$ cat src/rtl/rv32i_decode_queue.sv
// rv32i_decode_queue
//   Small instruction queue between fetch and execute. Each entry holds a
//   32-bit RV32I instruction word and its PC tag. The head entry is decoded
//   combinationally into register/function fields, a format code and the
//   sign-extended immediate. All decoded outputs read as zero while the queue
//   is empty.
//
// Parameters
//   DEPTH  number of entries (power of two, 2..16)
//   PC_W   width of the PC tag
//
// Ports
//   clk, rst_n            single clock; synchronous active-low reset
//   flush                 drop every queued entry (reset has priority)
//   in_valid/in_ready     fetch-side push handshake, with in_instr and in_pc
//   out_valid/out_ready   execute-side pop handshake
//   out_pc, opcode, rd, funct3, rs1, rs2, funct7   fields of the head entry
//   imm, fmt              immediate and format code
//                         (R=0 I=1 S=2 B=3 U=4 J=5 unknown=7)
//   count                 current occupancy
//   illegal               only when RV32I_DECQ_ILLEGAL_EN is defined: the head
//                         entry is not a recognisable RV32I encoding
module rv32i_decode_queue #(
  parameter int DEPTH = 4,
  parameter int PC_W  = 32
) (
  input  logic                   clk,
  input  logic                   rst_n,
  input  logic                   flush,
  input  logic                   in_valid,
  output logic                   in_ready,
  input  logic [31:0]            in_instr,
  input  logic [PC_W-1:0]        in_pc,
  output logic                   out_valid,
  input  logic                   out_ready,
  output logic [PC_W-1:0]        out_pc,
  output logic [6:0]             opcode,
  output logic [4:0]             rd,
  output logic [2:0]             funct3,
  output logic [4:0]             rs1,
  output logic [4:0]             rs2,
  output logic [6:0]             funct7,
  output logic [31:0]            imm,
  output logic [2:0]             fmt,
  output logic [$clog2(DEPTH):0] count
`ifdef RV32I_DECQ_ILLEGAL_EN
  ,
  output logic                   illegal
`endif
);

  localparam int AW = $clog2(DEPTH);
  localparam int CW = AW + 1;

  logic [31:0]     instr_mem [DEPTH];
  logic [PC_W-1:0] pc_mem    [DEPTH];
  logic [AW-1:0]   wr_ptr;
  logic [AW-1:0]   rd_ptr;
  logic            push;
  logic            pop;
  logic [31:0]     head;
  logic [2:0]      fmt_raw;
  logic [31:0]     imm_raw;

  // A full queue refuses a push even if the head leaves in the same cycle,
  // so in_ready depends only on registered state.
  assign in_ready  = (count < CW'(DEPTH));
  assign out_valid = (count != '0);
  assign push      = in_valid && in_ready;
  assign pop       = out_valid && out_ready;

  // Pointers and occupancy. DEPTH is a power of two, so the AW-bit pointers
  // wrap on their own.
  always_ff @(posedge clk) begin
    if (!rst_n) begin
      wr_ptr <= '0;
      rd_ptr <= '0;
      count  <= '0;
    end else if (flush) begin
      wr_ptr <= '0;
      rd_ptr <= '0;
      count  <= '0;
    end else begin
      if (push) wr_ptr <= wr_ptr + AW'(1);
      if (pop)  rd_ptr <= rd_ptr + AW'(1);
      case ({push, pop})
        2'b10:   count <= count + CW'(1);
        2'b01:   count <= count - CW'(1);
        default: count <= count;
      endcase
    end
  end

  // Storage has no reset. A flush or reset only rewinds the pointers, so
  // stale words stay in place but are never presented.
  always_ff @(posedge clk) begin
    if (push && rst_n && !flush) begin
      instr_mem[wr_ptr] <= in_instr;
      pc_mem[wr_ptr]    <= in_pc;
    end
  end

  assign head = instr_mem[rd_ptr];

  // Format classification from the major opcode.
  always_comb begin
    fmt_raw = 3'd7;
    case (head[6:0])
      7'b0110011: fmt_raw = 3'd0;
      7'b0010011, 7'b0000011, 7'b1100111,
      7'b1110011, 7'b0001111: fmt_raw = 3'd1;
      7'b0100011: fmt_raw = 3'd2;
      7'b1100011: fmt_raw = 3'd3;
      7'b0110111, 7'b0010111: fmt_raw = 3'd4;
      7'b1101111: fmt_raw = 3'd5;
      default:    fmt_raw = 3'd7;
    endcase
  end

  // Immediate reassembly. B and J scatter their bits across the word and
  // have an implied zero LSB.
  always_comb begin
    imm_raw = '0;
    case (fmt_raw)
      3'd1: imm_raw = {{20{head[31]}}, head[31:20]};
      3'd2: imm_raw = {{20{head[31]}}, head[31:25], head[11:7]};
      3'd3: imm_raw = {{19{head[31]}}, head[31], head[7], head[30:25], head[11:8], 1'b0};
      3'd4: imm_raw = {head[31:12], 12'b0};
      3'd5: imm_raw = {{11{head[31]}}, head[31], head[19:12], head[20], head[30:21], 1'b0};
      default: imm_raw = '0;
    endcase
  end

  // Decoded outputs are zeroed while empty, so stale storage never leaks out.
  always_comb begin
    out_pc = '0;
    opcode = '0;
    rd     = '0;
    funct3 = '0;
    rs1    = '0;
    rs2    = '0;
    funct7 = '0;
    imm    = '0;
    fmt    = '0;
    if (out_valid) begin
      out_pc = pc_mem[rd_ptr];
      opcode = head[6:0];
      rd     = head[11:7];
      funct3 = head[14:12];
      rs1    = head[19:15];
      rs2    = head[24:20];
      funct7 = head[31:25];
      imm    = imm_raw;
      fmt    = fmt_raw;
    end
  end

`ifdef RV32I_DECQ_ILLEGAL_EN
  // R-type accepts only the two funct7 values used by base RV32I.
  assign illegal = out_valid &&
                   (fmt_raw == 3'd7 || head[1:0] != 2'b11 ||
                    (fmt_raw == 3'd0 && head[31:25] != 7'b0000000 &&
                     head[31:25] != 7'b0100000));
`endif

endmodule
$ cat config.mk
export PLATFORM = sky130hd
export DESIGN_NAME = rv32i_decode_queue
export DESIGN_NICKNAME = d
export VERILOG_FILES = /design/src/rtl/rv32i_decode_queue.sv
export SDC_FILE = /design/constraint.sdc
export NUM_CORES = 1
export LEC_CHECK = 0
export ABC_AREA = 1
export CORE_ASPECT_RATIO = 1.25
export CORE_MARGIN = 1.5
export CORE_UTILIZATION = 40
export CTS_CLUSTER_SIZE = 14
export DETAILED_ROUTE_END_ITERATION = 12
export GPL_TIMING_DRIVEN = 0
export PLACE_DENSITY = 0.67
export REMOVE_ABC_BUFFERS = 1
export SLEW_MARGIN = 20
export SYNTH_ARGS = -nofsm -noshare
export SYNTH_HDL_FRONTEND = slang
export SYNTH_SLANG_ARGS = --single-unit
$ cat constraint.sdc
create_clock -name clk -period 6.7 [get_ports clk]
set_clock_uncertainty 0.15 [all_clocks]
set_input_delay 0.67 -clock clk [delete_from_list [all_inputs] [get_ports clk]]
set_output_delay 0.67 -clock clk [all_outputs]
set_load 0.02 [all_outputs]
# Word level (Yosys, flattened, before mapping)
# Memories as Yosys holds them, arrays and structs flattened. A register that Yosys moved wholly into a read port is not among the register bits.
# Cells that the tools add are included.
# totals
reg_bits	7
latch_bits	0
ram_bits	256
mem_bits_ro	0
in_bits	69
output_inout_bits	104
mem_count	2
# classes
add_sub_neg	4
multipliers	0
div	0
n_lt_le_gt_ge	1
n_eq_ne	18
shifts	0
muxes	18
bitwise	1
n_reduce_logical	10
# mem_list
name	depth	width	read_ports	rd_clocked_by_memory_dff	write_ports	line_no	source
instr_mem	4	32	1	1	1	55	logic [31:0] instr_mem [DEPTH];
pc_mem	4	32	1	1	1	56	logic [PC_W-1:0] pc_mem [DEPTH];
# ops
op	n
$pmux W32 S5	1
$mux W32	2
$eq A7 B7 Y1 const B	4
$eq A7 B6 Y1 const B	3
$pmux W3 S6	1
$mux W5	3
$eq A7 B5 Y1 const B	2
$mux W7	2
$mux W2	4
$eq A7 B2 Y1 const B	1
$eq A7 B4 Y1 const B	1
$eq A3 B2 Y1 const B	2
$eq A3 B3 Y1 const B	2
$mux W3	2
$pmux W3 S2	1
$reduce_or A5 Y1	1
$add A2 B1 Y2 const B	2
$logic_and A1 B1 Y1	4
$reduce_or A2 Y1	2
$add A3 B1 Y3 const B	1
$eq A3 B1 Y1 const B	1
$lt A3 B3 Y1 const B	1
$reduce_bool A3 Y1	1
$sub A3 B1 Y3 const B	1
6 further kinds	7

# Logic depth before layout (Yosys ltp)
# depth
word_depth	6
mapped_depth	14
mapped_depth_nobuf	13

# Least setup slack after synthesis
# OpenSTA, ideal clock, no wires.
# synth_timing
path_type	input to register
start	input rst_n
end	memory instr_mem[0][0] (enable)
t_arrival_ns	3.812
setup_slack_ns	2.252
path_stages	4
path_cell_list	inv_1 nor2_1 nand3_1 nor2_1
# synth_between
elab_chain_len	4
# synth_lines
element	line_no	source
from (decl)	28	input logic rst_n,
$logic_and A1 B1 Y1 (2 in a row)	97	if (push && rst_n && !flush) begin
$mux W1	97	
$mux W1 (not written as such)	98	instr_mem[wr_ptr] <= in_instr;
to (decl)	55	
# Every way passes these cells.

==> reports/qor.yml <==
yosysWarnings: 0
worstReg2RegEnd: "pc_mem[1][3]$_DFFE_PP_"
ys_types: 27
setup_violations: 0
finish.instance_area_um2: 15040
maxCapViolations: 0
min_period_ns: 6.198
worst_slew_pin_slew_ns: 1.067
power.density_nw_per_um2: 236.7
cts_resized: 0
r2r_start: "count[2]$_SDFFE_PP0P_"
clk_latency_ns: 0.52
timing.hold.ws_ns: 0.3117
status: "completed"
rsz0062_at_grt: "no"
vias_per_cell: 4.980
coreArea_um2: 29170
r2r_slack_ns: 4.33
die_area_um2: 30630
cts_root_buf: "clkbuf_16"
place.gp.congestion: 0.7885
drt-total-wl_um: 28720
io_buffers: 172
finalNetCount: 1349
setup_slack_ns: 0.5023
worst_setup_path_end_kind: "output pin"
relSlewSlack_pct: 28.72
clock_path_buffers: 3
grt.total_usage_pct: 18.96
cts_buffers: 26
io_pins: 173
p_leak_nw: 5.385
required_ns: 5.88
seq_area_frac_synth_pct: 66.50
grt_pass1_wl_um: 44720
path_class: "flop to output pin"
synth_seq_cells: 265
layout_common_cells: "256 x edfxtp_1, 235 x nor2_1, 172 x clkdlybuf4s50_1"
crit_arrival_ns: 5.38
netlist_instances: 1112
cts_setup_buffers: 0
cts_tree: "built"
yosys-top-cells-area: "edfxtp_1 65%, nor2_1 7.6%, o21ai_0 5.0%"
hold_viol: 0
clock-sinks: 265
synth_top_cell_area_share_pct: 64.97
cp_max_fo: 61
ir_drop_mv: 0.2179
final_common_cell: "edfxtp_1"
syn2layout_area_growth_pct: 27.16
pre_cts_slack_ns: 1.046
whs_path_depth: 2
hp-class: "flop to flop"
power.total_mw: 3.561
maxSlewViolCount: 0
r2r_cells: 5
timing.fmax_ghz: 0.1614
syn_area_um2: 11830
syn_area_per_cell_um2: 10.64
drive_gt1_share_pct: 9.520
path_clk_slew_ns: 0.06
hp-start: "rd_ptr[1]$_SDFFE_PP0P_"
rows: 70
gr-total-overflow: 0
yosysTopAreaCell: "edfxtp_1"
dp_cells: 1642
placed_cell_area_um2: 14260
fin_cells: 1689
dr.pass1.iters: 5
hpwl_um: 18520
vias: 8411
dieWidth_um: 156.8
cp-start-kind: "flop"
antenna_found_initial: 3
dr.first_iter.drc_count: 508
ctsHoldBuffers: 0
die_h_um: 195.3
detail-route-antenna-nets: 0
period_share_pct: 92.50
wire_per_inst_um: 17.01
htreeDepth: 1
start_util_pct: 40.57
grt_pass1_vias: 8200
grt_max_degree: 93
drc: 0
-- critical path: stages, from the launching register on --
cell and delay [ns]:
dfxtp_4 0.74, buf_16 0.34, inv_6 0.20, nand2_1 0.15, nand3_1 0.09, nand2_2 0.12, nand2_1 0.08, nor2_2 0.78
nand2_1 0.18, nand3_2 0.34, nand2_1 0.71, a21oi_2 0.37, clkdlybuf4s50_1 0.64
-- cell usage after synthesis --
library cell and count:
nor2_1 240, edfxtp_1 256, dfxtp_1 9, buf_6 9, nand3_2 1, o21ai_1 1
buf_1 7, fa_1 1, o21ai_0 118, inv_1 61, nor2_8 2, nor2_4 2
nand3_1 72, o21a_1 1, nor2_2 2, clkbuf_1 15, a32oi_1 3, ha_1 5
a21oi_1 81, nand2_2 11, nand2_1 146, inv_2 3, nor3_1 1, buf_2 31
nand2_4 3, buf_4 5, a21oi_2 26
-- layer usage --
metal | GRT usage (%) | share of wire [%] | up-vias
li1 | - | - | 4149
met1 | 23.83 | 41 | 3981
met2 | 33.14 | 50 | 231
met3 | 3.950 | 6.8 | 46
met4 | 4.762 | 1.7 | 4
met5 | 0 | 0.091 | -
-- flip-flops by register name, indices dropped and copies added (netlist names), named ones only --
register	flops
count	3
rd_ptr	2
wr_ptr	2
instr_mem	128
pc_mem	128
-- where the power goes --
part	internal (mW)	switching (mW)	total, mW
Combinational	0.154	0.215	0.370
Sequential	1.84	0.00871	1.85
Clock	0.769	0.578	1.35
-- cell families after synthesis --
logic type | after synthesis | share of synthesized area (%)
AO/OA/AOI/OAI | 230 | 10.67
adder cells (fa/ha/maj) | 6 | 0.6980
buffers and inverters | 131 | 5.214
flip-flops | 265 | 66.50
AND/OR/NAND/NOR | 480 | 16.92
-- stage by stage --
| step | utilization, % | setup TNS, ns |
|---|---|---|
| floorplan | - | -154.33 |
| CTS | 51.57 | 0 |
| global placement | 46.88 | -776.71 |
| finish | 51.58 | 0 |
| global route | 51.57 | 0 |
| detailed placement | 48.88 | 0 |
-- worst max-delay path by stage --
stage / from / end
after floorplan: count[1]$_SDFFE_PP0P_ / count[1]$_SDFFE_PP0P_
after global placement: count[1]$_SDFFE_PP0P_ / fmt[0]
after detailed placement: flop / imm[15]
after CTS: flop / imm[23]
after global routing: flop / imm[15]
final: flop / imm[23]
-- area by class of cell --
cell class / instances / area, um2
diodes: 1 / 2.502
clock buffers: 32 / 694.4
clock inverters: 14 / 91.34
fillers: 2594 / 14120
inverters: 64 / 247.7
multi-input cells: 716 / 3385
flip-flops and latches: 265 / 7875
well taps: 396 / 495.5
repair buffers: 201 / 2253
Note: power is estimated with default switching activity, not from simulation.
